===== src/rtl/legv8_mem_pkg.sv =====
// Shared definitions for the LEGv8 memory stage: access-size codes,
// load/store unit state encoding and the alignment rule.
package legv8_mem_pkg;

  localparam logic [1:0] SZ_BYTE = 2'b00;
  localparam logic [1:0] SZ_HALF = 2'b01;
  localparam logic [1:0] SZ_WORD = 2'b10;

  typedef enum logic [1:0] {
    ST_IDLE = 2'd0,
    ST_RD   = 2'd1,
    ST_WR   = 2'd2,
    ST_RESP = 2'd3
  } lsu_state_t;

  // The reserved size code 2'b11 is reported here too, so one call
  // decides whether a request faults.
  function automatic logic is_misaligned(input logic [1:0] size,
                                         input logic [1:0] addr_lo);
    logic r_bad;
    r_bad = 1'b1;
    case (size)
      SZ_BYTE: r_bad = 1'b0;
      SZ_HALF: r_bad = addr_lo[0];
      SZ_WORD: r_bad = |addr_lo;
      default: r_bad = 1'b1;
    endcase
    return r_bad;
  endfunction

endpackage


===== src/rtl/load_store_unit_if.sv =====
// Request/response channels between the pipeline and the load/store unit.
interface load_store_unit_if;
  logic        req_valid;
  logic        req_ready;
  logic        req_write;
  logic [1:0]  req_size;
  logic        req_signed;
  logic [9:0]  req_addr;
  logic [31:0] req_wdata;
  logic        resp_valid;
  logic        resp_ready;
  logic [31:0] resp_rdata;
  logic        resp_fault;

  modport master (
    output req_valid, req_write, req_size, req_signed, req_addr, req_wdata, resp_ready,
    input  req_ready, resp_valid, resp_rdata, resp_fault
  );

  modport slave (
    input  req_valid, req_write, req_size, req_signed, req_addr, req_wdata, resp_ready,
    output req_ready, resp_valid, resp_rdata, resp_fault
  );
endinterface


===== src/rtl/lsu_lane_ctrl.sv =====
// Little-endian lane logic: load extraction/extension and sub-word
// store merge into an existing memory word.
module lsu_lane_ctrl
  import legv8_mem_pkg::*;
(
  input  logic [31:0] i_word,
  input  logic [1:0]  i_offset,
  input  logic [1:0]  i_size,
  input  logic        i_signed,
  input  logic [31:0] i_wdata,
  output logic [31:0] o_load,
  output logic [31:0] o_merged
);

  logic [4:0]  w_shamt;
  logic [31:0] w_shifted;
  logic [31:0] w_mask;
  logic [31:0] w_ins;

  assign w_shamt   = {i_offset, 3'b000};
  assign w_shifted = i_word >> w_shamt;

  // Bring the addressed lane down to bit 0 and extend it.
  always_comb begin
    o_load = i_word;
    case (i_size)
      SZ_BYTE: o_load = {{24{i_signed & w_shifted[7]}}, w_shifted[7:0]};
      SZ_HALF: o_load = {{16{i_signed & w_shifted[15]}}, w_shifted[15:0]};
      default: o_load = i_word;
    endcase
  end

  // Replace only the addressed lanes of the old word with the store data.
  always_comb begin
    w_mask = 32'hFFFF_FFFF;
    w_ins  = i_wdata;
    case (i_size)
      SZ_BYTE: begin
        w_mask = 32'h0000_00FF << w_shamt;
        w_ins  = {24'd0, i_wdata[7:0]} << w_shamt;
      end
      SZ_HALF: begin
        w_mask = 32'h0000_FFFF << w_shamt;
        w_ins  = {16'd0, i_wdata[15:0]} << w_shamt;
      end
      default: begin
        w_mask = 32'hFFFF_FFFF;
        w_ins  = i_wdata;
      end
    endcase
    o_merged = (i_word & ~w_mask) | (w_ins & w_mask);
  end

endmodule


===== src/rtl/load_store_unit.sv =====
// Memory-stage load/store controller for a 256 x 32-bit word memory.
//
// state   | meaning
// --------+--------------------------------------------------------
// IDLE    | ready for a request; captures fields and checks alignment
// RD      | memory read; loads extract, sub-word stores merge
// WR      | single-cycle memory write of the full word
// RESP    | response held until the consumer takes it
module load_store_unit
  import legv8_mem_pkg::*;
(
  input  logic               clk,
  input  logic               rst_n,
  load_store_unit_if.slave   bus,
  output logic               read_data_flag,
  output logic               write_data_flag,
  output logic [7:0]         address_of_data,
  output logic [31:0]        data_to_write,
  input  logic [31:0]        data_read_out
);

  lsu_state_t  r_state;
  lsu_state_t  w_next;

  logic        r_write;
  logic [1:0]  r_size;
  logic        r_signed;
  logic [9:0]  r_addr;
  logic        r_fault;
  logic [31:0] r_rdata;
  // Holds the captured store data until RD, then the merged word for WR.
  logic [31:0] r_dtw;

  logic        w_accept;
  logic        w_fault;
  logic [31:0] w_load;
  logic [31:0] w_merged;

  assign w_accept = (r_state == ST_IDLE) && bus.req_valid;
  assign w_fault  = is_misaligned(bus.req_size, bus.req_addr[1:0]);

  lsu_lane_ctrl u_lane (
    .i_word   (data_read_out),
    .i_offset (r_addr[1:0]),
    .i_size   (r_size),
    .i_signed (r_signed),
    .i_wdata  (r_dtw),
    .o_load   (w_load),
    .o_merged (w_merged)
  );

  // Next-state decode and per-state handshake/memory strobes.
  always_comb begin
    w_next          = r_state;
    bus.req_ready   = 1'b0;
    bus.resp_valid  = 1'b0;
    read_data_flag  = 1'b0;
    write_data_flag = 1'b0;
    case (r_state)
      ST_IDLE: begin
        bus.req_ready = 1'b1;
        if (bus.req_valid) begin
          if (w_fault)                                      w_next = ST_RESP;
          else if (bus.req_write && bus.req_size == SZ_WORD) w_next = ST_WR;
          else                                              w_next = ST_RD;
        end
      end
      ST_RD: begin
        read_data_flag = 1'b1;
        w_next = r_write ? ST_WR : ST_RESP;
      end
      ST_WR: begin
        write_data_flag = 1'b1;
        w_next = ST_RESP;
      end
      ST_RESP: begin
        bus.resp_valid = 1'b1;
        if (bus.resp_ready) w_next = ST_IDLE;
      end
      default: w_next = ST_IDLE;
    endcase
  end

  // State register; async reset drops any in-flight access at once.
  always_ff @(posedge clk or negedge rst_n) begin
    if (!rst_n) r_state <= ST_IDLE;
    else        r_state <= w_next;
  end

  // Request capture, load result and store word registers.
  always_ff @(posedge clk or negedge rst_n) begin
    if (!rst_n) begin
      r_write  <= 1'b0;
      r_size   <= SZ_BYTE;
      r_signed <= 1'b0;
      r_addr   <= 10'd0;
      r_fault  <= 1'b0;
      r_rdata  <= 32'd0;
      r_dtw    <= 32'd0;
    end else begin
      if (w_accept) begin
        r_write  <= bus.req_write;
        r_size   <= bus.req_size;
        r_signed <= bus.req_signed;
        r_addr   <= bus.req_addr;
        r_fault  <= w_fault;
        r_rdata  <= 32'd0;
        if (bus.req_write) r_dtw <= bus.req_wdata;
      end
      if (r_state == ST_RD) begin
        if (r_write) r_dtw   <= w_merged;
        else         r_rdata <= w_load;
      end
    end
  end

  assign address_of_data = r_addr[9:2];
  assign data_to_write   = r_dtw;
  assign bus.resp_rdata  = r_rdata;
  assign bus.resp_fault  = r_fault;

endmodule


===== src/flat_wrapper.sv =====
// flat-port wrapper written by rule: the top's interface ports become plain ports
module load_store_unit_flat import legv8_mem_pkg::*;
  (clk, rst_n, read_data_flag, write_data_flag, address_of_data, data_to_write, data_read_out, bus_req_valid, bus_req_write, bus_req_size, bus_req_signed, bus_req_addr, bus_req_wdata, bus_resp_ready, bus_req_ready, bus_resp_valid, bus_resp_rdata, bus_resp_fault);
  load_store_unit_if bus_i ();
  input  logic clk;
  input  logic rst_n;
  output logic read_data_flag;
  output logic write_data_flag;
  output logic [7:0] address_of_data;
  output logic [31:0] data_to_write;
  input  logic [31:0] data_read_out;
  input wire logic [$bits(bus_i.req_valid)-1:0] bus_req_valid;
  input wire logic [$bits(bus_i.req_write)-1:0] bus_req_write;
  input wire logic [$bits(bus_i.req_size)-1:0] bus_req_size;
  input wire logic [$bits(bus_i.req_signed)-1:0] bus_req_signed;
  input wire logic [$bits(bus_i.req_addr)-1:0] bus_req_addr;
  input wire logic [$bits(bus_i.req_wdata)-1:0] bus_req_wdata;
  input wire logic [$bits(bus_i.resp_ready)-1:0] bus_resp_ready;
  output wire logic [$bits(bus_i.req_ready)-1:0] bus_req_ready;
  output wire logic [$bits(bus_i.resp_valid)-1:0] bus_resp_valid;
  output wire logic [$bits(bus_i.resp_rdata)-1:0] bus_resp_rdata;
  output wire logic [$bits(bus_i.resp_fault)-1:0] bus_resp_fault;
  assign bus_i.req_valid = bus_req_valid;
  assign bus_i.req_write = bus_req_write;
  assign bus_i.req_size = bus_req_size;
  assign bus_i.req_signed = bus_req_signed;
  assign bus_i.req_addr = bus_req_addr;
  assign bus_i.req_wdata = bus_req_wdata;
  assign bus_i.resp_ready = bus_resp_ready;
  assign bus_req_ready = bus_i.req_ready;
  assign bus_resp_valid = bus_i.resp_valid;
  assign bus_resp_rdata = bus_i.resp_rdata;
  assign bus_resp_fault = bus_i.resp_fault;
  load_store_unit u_core (.clk(clk), .rst_n(rst_n), .bus(bus_i), .read_data_flag(read_data_flag), .write_data_flag(write_data_flag), .address_of_data(address_of_data), .data_to_write(data_to_write), .data_read_out(data_read_out));
endmodule

===== config.mk =====
export PLATFORM = sky130hd
export DESIGN_NAME = load_store_unit_flat
export DESIGN_NICKNAME = d
export VERILOG_FILES = /design/src/rtl/legv8_mem_pkg.sv /design/src/rtl/load_store_unit_if.sv /design/src/rtl/lsu_lane_ctrl.sv /design/src/rtl/load_store_unit.sv /design/src/flat_wrapper.sv
export SDC_FILE = /design/constraint.sdc
export NUM_CORES = 1
export LEC_CHECK = 0
export BUFFER_PORTS_ARGS = -buffer_cell sky130_fd_sc_hd__buf_2
export CELL_PAD_IN_SITES_DETAIL_PLACEMENT = 0
export CELL_PAD_IN_SITES_GLOBAL_PLACEMENT = 1
export CORE_MARGIN = 2
export CORE_UTILIZATION = 40
export CTS_CLUSTER_DIAMETER = 80
export DETAILED_ROUTE_END_ITERATION = 10
export PLACE_DENSITY = 0.86
export SKIP_LAST_GASP = 1
export SYNTH_ARGS = -nofsm -noshare
export SYNTH_HDL_FRONTEND = slang
export SYNTH_SLANG_ARGS = --single-unit

===== constraint.sdc =====
create_clock -name clk -period 4.4 [get_ports clk]
set_input_delay 0.66 -clock clk [delete_from_list [all_inputs] [get_ports clk]]
set_output_delay 0.66 -clock clk [all_outputs]
set_load 0.1 [all_outputs]

After elaboration in Yosys (flattened, before gate mapping)
Cells that the tools add are included.
Widths: inputs -> output; s select.
Operators by class
  magnitude comparators: 0
  $add $sub $neg: 0
  multiplexer cells: 21
  reductions and logical operators: 7
  multipliers: 0
  div/mod/pow operators: 0
  eq/ne operators: 8
  shift-type cells: 5
  bitwise gates (word level): 6
Operators with widths (count)
  $mux 32: 7
  $pmux 32 s2: 3
  $and 32x32->32: 2
  $not 32->32: 1
  $or 32x32->32: 1
  $shl 16x5->32: 1
  $shl 16x5->32 const A: 1
  $shl 8x5->32: 1
  $shl 8x5->32 const A: 1
  $shr 32x5->16: 1
  $mux 2: 4
  $pmux 2 s4: 1
  $eq 2x1->1 const B: 3
  $eq 2x2->1 const B: 3
  $logic_not 2->1: 3
  $mux 1: 5
  $ne 2x2->1 const B: 2
  $pmux 1 s3: 1
  $and 1x1->1: 2
  $logic_and 1x1->1: 2
  $reduce_and 2->1: 1
  $reduce_or 2->1: 1
Word-level totals
  word-level logic and storage cells: 55
  memories: 0
  input port bits: 82
  output and inout port bits: 77
  RAM bits: 0
  bits in read-only memories: 0
  bits in latches: 0
  flip-flop bits (word level): 81

Depth between registers and ports, before layout
Gate-level depths: netlist of the first run.
  depth in word-level cells: 7
  depth in mapped cells: 8

Modules after synthesis
A second synthesis of the first run with hierarchy kept.
Unflattened totals
  cells, all modules: 546
  area total of the unflattened synthesis: 5134.9 sq um
By module, submodules not included
  load_store_unit: area each 3414.5 sq um, cells each 277, instances 1
  lsu_lane_ctrl: area each 1720.4 sq um, cells each 269, instances 1

Worst setup path before layout of the first run
OpenSTA, ideal clock, no wires.
  kind: register to register
  from: reg u_core.r_state[1]
  to: reg (tool-made name)
  required time: 4276 ps
  path slack: 1783 ps
  cell stages (with the launch flop): 9
  data arrival time: 2494 ps
  path through: dfrtp_1 inv_1 ha_1 nand2_1 or2_1 buf_2 buf_2 a221o_1 o221a_2
RTL lines
  from (decl): RTL line load_store_unit.sv:22  | lsu_state_t r_state;
  from (signal assigned): RTL line load_store_unit.sv:87  | else r_state <= w_next;

Final worst setup path of the first run
  from: reg u_core.r_addr[0]
  to: reg u_core.r_rdata[22], in the netlist u_core.bus.resp_rdata[22]
On the way
  longest elaborated chain between the ends: 5
RTL lines
  from (decl): RTL line load_store_unit.sv:28  | logic [9:0] r_addr;
  from (signal assigned): RTL line load_store_unit.sv:105  | r_addr <= bus.req_addr;
  $shr 32x5->16 *: RTL line lsu_lane_ctrl.sv:21  | assign w_shifted = i_word >> w_shamt;
  $and 1x1->1 (on tied branches): RTL line lsu_lane_ctrl.sv:28, lsu_lane_ctrl.sv:27
  $pmux 32 s2 *: RTL line lsu_lane_ctrl.sv:26  | case (i_size)
  $mux 32 *: RTL line load_store_unit.sv:111  | if (r_write) r_dtw <= w_merged;
  $mux 32 *: RTL line load_store_unit.sv:110  | if (r_state == ST_RD) begin
  to (signal assigned): RTL line load_store_unit.sv:112  | else r_rdata <= w_load;
  to (decl): RTL line load_store_unit.sv:30  | logic [31:0] r_rdata;
Every way passes the cells marked *; elsewhere a longest branch is shown, timed or not.
A chain may end at the register's enable or synchronous reset.

==> flow_metrics.py, run 1 <==
metrics = {
    "synth": {
        "yosys_register_bits": 81,
        "syn_area_mm2": 0.00428,
        "synth_edf_count": 0,
        "avgSynthCellArea_um2": 10.8,
        "yosysWarnings": 0,
        "synth-async-reset-ratio_pct": 100,
        "ys.flop_type": "dfrtp_1",
        "seq_area_frac_synth_pct": 47.4,
        "syn_nets": 482,
        "ys_types": 50,
        "synth.area.top_cells": "dfrtp_1 (47%), a221o_1 (7.0%), a22oi_1 (5.8%)",
        "synth_top_area_share_pct": 47.4,
        "postSynthCellCount": 395,
        "yosysTopAreaCell": "dfrtp_1",
    },
    "grt": {
        "grt_pass1_wl_um": 20800,
        "grt_max_degree": 82,
        "grt.total_usage_pct": 23.4,
        "grt_pass1_vias": 3854,
        "antenna_found_initial": 0,
        "overflow": 0,
    },
    "place": {
        "portBuffers": 158,
        "place.gp.congestion": 0.912,
        "dpl.hpwl_um": 10100,
    },
    "timing": {
        "finalHoldViolCount": 0,
        "tightestPinTransition_ns": 1.03,
        "finalSetupTns_ns": 0,
        "layout_min_cycle_time_ns": 2.38,
        "slew_headroom_pct": 31.2,
        "fmax_mhz": 420,
        "fin_skew_ns": 0.0113,
        "rsz0062_at_grt": "no",
        "report.final.slew_viol_count": 0,
        "setup_violations": 0,
        "fin_crit_sh_pct": 54.1,
    },
    "detailed_routing": {
        "dr.pass1.iters": 5,
        "ant_nets": 0,
        "drt-initial-drc-count": 301,
        "viasPerCell": 5.88,
        "route.detailed.drc": 0,
        "num_vias": 3934,
        "totalWireLength_um": 13300,
        "wire_per_inst_um": 19.9,
    },
    "cells_and_area": {
        "antenna-diode-count": 0,
        "multi_input_area_mm2": 0.00200,
        "syn_to_final_growth_pct": 22.9,
        "mostFrequentLayoutCell": "buf_2",
        "final_cell_mix": "buf_2 (157), dfrtp_1 (81), a21oi_1 (33), a22oi_1 (33), a221o_1 (30)",
        "final_util_pct": 50.7,
        "final-seq-area_mm2": 0.00203,
        "nNetsFinal": 615,
        "fillers": 1016,
        "drive_gt1_share_pct": 40.0,
    },
    "run": {
        "maxCapViolCount": 0,
    },
    "clock_tree": {
        "ctsHoldBuffers": 0,
        "postCtsSetupBuffers": 0,
        "htreeDepth": 3,
        "cts_tree": "yes",
        "insertion_delay_ns": 0.36,
        "path_clk_slew_ns": 0.08,
        "clock-sinks": 81,
        "cts-buffers-inserted": 9,
        "cts_root_buffer": "clkbuf_8",
        "cts_resized": 0,
        "clk_path_buf_depth": 2,
    },
    "worst_setup_path": {
        "cp_slowest_stage_delay_ns": 1.00,
        "reg2reg_slack_ns": 2.02,
        "critPathBufInv": 0,
        "cp_max_fo": 32,
        "cp-end-kind": "flip-flop",
        "crit_path_start_kind": "flip-flop",
        "cp.arrival_ns": 2.68,
        "worstSetupPathType": "reg -> reg",
        "crit_chain": "or2_2 -> o22ai_2 -> a311oi_4 -> a221o_1",
        "crit_required_ns": 4.70,
        "cp_slowest_cell": "dfrtp_1",
        "cp_top_family": "compound AO/OA/AOI/OAI gates",
    },
    "outcome": {
        "status": "finished, final reports clean",
    },
    "die": {
        "core_mm2": 0.0104,
        "start_util_pct": 41.2,
        "dieArea_mm2": 0.0115,
        "fp-row-count": 37,
        "ios": 159,
        "fp.dieH_um": 107,
        "dieWidth_um": 107,
    },
    "hold_path": {
        "holdCritPathClass": "in -> async",
    },
}
[logic make-up (layout without fill, tap and decap cells)]
group	after synthesis	in the layout	share of synthesized area, %
AO/OA/AOI/OAI	162	162	29.0
adder cells (fa/ha/maj)	5	5	1.46
buffers and inverters	46	184	5.71
flip-flops	81	81	47.4
multiplexers	29	29	7.40
AND/OR/NAND/NOR	72	72	9.04
[worst register-to-register path: stages (launching register included)]
cell and delay [ns]:
dfrtp_1 1.00, or2_2 0.29, o22ai_2 0.10, a311oi_4 0.71, a221o_1 0.22
[Yosys cell counts (all sizes together), types with 2 or more instances]
cell type	instances
a21oi	33
inv	7
nand3b	3
nand2	24
a31oi	4
nor2	6
clkbuf	8
and2	3
o31ai	2
a22oi	33
buf	31
nand2b	12
a221o	30
o21bai	2
nor3	2
nand3	7
o221a	8
and3	2
mux2i	8
nor2b	5
o22ai	2
a222oi	7
o21ai	24
or2	3
ha	5
dfrtp	81
and3b	2
mux2	21
o2bb2ai	8
[final cells by class]
| type | count | share of cell area (%) |
|---|---|---|
| clock buffer | 11 | 2.50 |
| clock inverter | 5 | 1.50 |
| inverter | 7 | 0.500 |
| multi-input combinational | 268 | 38.2 |
| sequential | 81 | 38.6 |
| tap | 136 | 3.24 |
| timing repair buffer | 161 | 15.5 |
[routing by layer]
| metal | wire length [um] | track usage (%) |
|---|---|---|
| met2 | 6160 | 35.5 |
| met5 | 0 | 0 |
| met3 | 1040 | 4.84 |
| met4 | 294 | 7.51 |
| met1 | 5820 | 33.7 |
[per-stage QoR]
| stage | hold WS, ns | area, um2 | setup WS, ns | cells |
|---|---|---|---|---|
| 2_1_floorplan | 0.364 | 4280 | 1.78 | 395 |
| 3_3_place_gp | 0.456 | 5040 | 2.10 | 653 |
| 3_5_place_dp | 0.464 | 5040 | 2.04 | 653 |
| 4_1_cts | 0.482 | 5250 | 2.03 | 669 |
| 5_1_grt | 0.514 | 5250 | 1.82 | 669 |
| 6_report | 0.430 | 5250 | 2.02 | 669 |
[path summary, 6_finish.rpt]
kind / cells after the start / end / startpoint
setup / recovery: 4 / u_core.bus.resp_rdata[22] / u_core.r_addr[0]
max in group asynchronous: 1 / u_core.r_state[1] / rst_n
hold reg to reg: 2 / u_core.bus.resp_rdata[2] / u_core.bus.resp_rdata[2]
hold / removal: 1 / async pin / rst_n
setup reg to reg: 4 / u_core.bus.resp_rdata[22] / u_core.r_addr[0]
min in group clk: 2 / u_core.bus.resp_rdata[2] / u_core.bus.resp_rdata[2]
Power of run 1 is not shown: default switching activity piles up to over one toggle a cycle in this logic, so the estimate is an artifact.
==> inputs of run 2 (changes only) <==
--- a/config.mk
+++ b/config.mk
@@ -9,10 +9,10 @@
 export CELL_PAD_IN_SITES_DETAIL_PLACEMENT = 0
 export CELL_PAD_IN_SITES_GLOBAL_PLACEMENT = 1
 export CORE_MARGIN = 2
-export CORE_UTILIZATION = 40
+export CORE_UTILIZATION = 34
 export CTS_CLUSTER_DIAMETER = 80
 export DETAILED_ROUTE_END_ITERATION = 10
-export PLACE_DENSITY = 0.86
+export PLACE_DENSITY = 0.78
 export SKIP_LAST_GASP = 1
 export SYNTH_ARGS = -nofsm -noshare
 export SYNTH_HDL_FRONTEND = slang
==> constraint.sdc (replaced) <==
create_clock -name clk -period 2.1 [get_ports clk]
set_input_delay 0.315 -clock clk [delete_from_list [all_inputs] [get_ports clk]]
set_output_delay 0.315 -clock clk [all_outputs]
set_load 0.1 [all_outputs]
==> flow_metrics.py, run 2 (synthesis gave the netlist of run 1 again) <==
metrics = {
    "outcome": {
        "status": "finished, final reports clean",
    },
    "clock_tree": {
        "cts_root_buffer": "clkbuf_16",
        "insertion_delay_ns": 0.34,
        "postCtsSetupBuffers": 0,
        "clock-sinks": 81,
        "cts_tree": "yes",
        "htreeDepth": 3,
        "cts-buffers-inserted": 9,
        "path_clk_slew_ns": 0.07,
        "clk_path_buf_depth": 2,
    },
    "cells_and_area": {
        "syn_to_final_growth_pct": 29.1,
        "multi_input_area_mm2": 0.00204,
        "drive_gt1_share_pct": 42.8,
        "nNetsFinal": 629,
        "final_cell_mix": "buf_2 (157), dfrtp_1 (81), a21oi_1 (33), a22oi_1 (33), a221o_1 (30)",
        "postLayoutCellArea_mm2": 0.00552,
        "mostFrequentLayoutCell": "buf_2",
        "final-seq-area_mm2": 0.00203,
        "antenna-diode-count": 0,
        "fillers": 1152,
        "finalNonFillerCells": 715,
    },
    "detailed_routing": {
        "drt-initial-drc-count": 353,
        "totalWireLength_um": 13900,
        "viasPerCell": 5.54,
        "wire_per_inst_um": 19.5,
        "ant_nets": 0,
        "num_vias": 3958,
        "route.detailed.drc": 0,
        "dr.pass1.iters": 7,
    },
    "worst_setup_path": {
        "crit_chain": "inv_1 -> ha_4 -> nand2_1 -> or2_2 -> a221o_1 -> o221a_2",
        "cp_max_fo": 24,
        "reg2reg_depth": 6,
        "reg2reg_slack_ns": 0.16,
        "cp_slowest_cell": "or2_2",
        "timing.rr.start": "u_core.r_state[1]",
        "cp-end-kind": "flip-flop",
        "cp.arrival_ns": 2.17,
        "crit_path_start_kind": "flip-flop",
        "cp_top_family": "simple AND/OR/NAND/NOR gates",
        "critPathBufInv": 1,
        "worstSetupPathType": "reg -> reg",
        "crit_required_ns": 2.33,
        "cp_slowest_stage_delay_ns": 0.48,
    },
    "grt": {
        "overflow": 0,
        "grt_pass1_wl_um": 21100,
        "grt_pass1_vias": 3809,
        "grt_max_degree": 45,
        "grt.total_usage_pct": 20.7,
        "antenna_found_initial": 0,
    },
    "die": {
        "fp.dieH_um": 116,
        "start_util_pct": 35.2,
        "dieArea_mm2": 0.0135,
        "fp-row-count": 40,
        "core_mm2": 0.0122,
        "ios": 159,
        "dieWidth_um": 116,
    },
    "hold_path": {
        "worstHoldStart": "bus_req_signed",
        "hold_end": "u_core.r_signed",
        "holdCritPathClass": "in -> reg",
        "hold_path_depth": 3,
    },
    "place": {
        "portBuffers": 158,
        "dpl_cell_area_mm2": 0.00522,
        "dpl.hpwl_um": 10800,
        "place.gp.congestion": 0.855,
        "place_inst": 698,
    },
    "timing": {
        "rsz0062_at_grt": "no",
        "layout_min_cycle_time_ns": 1.94,
        "setup_violations": 0,
        "report.final.slew_viol_count": 0,
        "finalHoldViolCount": 0,
        "tightestPinTransition_ns": 0.630,
        "fin_skew_ns": 0.0102,
        "slew_headroom_pct": 57.8,
        "fmax_mhz": 515,
        "fin_crit_sh_pct": 92.5,
        "whs_ns": 0.196,
    },
    "run": {
        "maxCapViolCount": 0,
    },
}
[run 2: changes by cell type in the layout (fill, tap and decap cells not counted), sizes merged]
cell / previous run / this run
buf: 161 / 174
inv: 8 / 11
bufinv: 2 / 0
clkbuf: 11 / 9
clkinvlp: 0 / 1
dlygate4sd3: 0 / 1
[run 2: cell type report]
type                    instances  area share [%]
repair buffers                175            17.0
clock inverters                 7            1.07
inverters                       7           0.476
flip-flops and latches         81            36.7
clock buffers                   9            4.08
well taps                     168            3.81
multi-input cells             268            36.9
[run 2: worst register-to-register path: stages, from the launching register on]
cell	delay (ns)
dfrtp_1	0.41
inv_1	0.19
ha_4	0.19
nand2_1	0.10
or2_2	0.48
a221o_1	0.34
o221a_2	0.12
[run 2: what timing repair did]
item / 4_1_cts / 5_1_grt
gates cloned: 0 / 0
resized for setup: 2 / 2
endpoints found under the setup margin: 24 / 11
hold buffers: 1 / 0
endpoints found under the hold margin: 37 / 0
[run 2: per-stage QoR]
step / utilization (%) / setup slack, ns / setup TNS, ns
6_report: 45.4 / 0.158 / 0
3_3_place_gp: 42.9 / -0.0574 / -0.454
2_1_floorplan: - / 0.0345 / 0
4_1_cts: 45.3 / 0.130 / 0
5_1_grt: 45.4 / 0.0243 / 0
3_5_place_dp: 42.9 / -0.165 / -1.84
[run 2: worst max-delay path by stage]
stage | startpoint | end | slack (ns) | cells past startpoint
finish | u_core.r_state[1] | flip-flop | 0.16 | 6
global route | u_core.r_state[0] | flip-flop | 0.02 | 7
CTS | u_core.r_state[1] | flip-flop | 0.13 | 6
detailed placement | u_core.r_state[1] | flip-flop | -0.16 | 6
global placement | u_core.r_state[1] | flip-flop | -0.06 | 6
floorplan | u_core.r_state[1] | flip-flop | 0.03 | 8
[run 2: metal layers]
metal	wire (um)	up-vias	track usage, %	part of all wire [%]
li1	-	1828	-	-
met5	0	-	0	0
met1	6260	1947	29.6	45
met4	247	0	5.87	1.8
met3	1170	16	4.98	8.4
met2	6230	167	31.4	45
Power of run 2 is left out for the same reason.
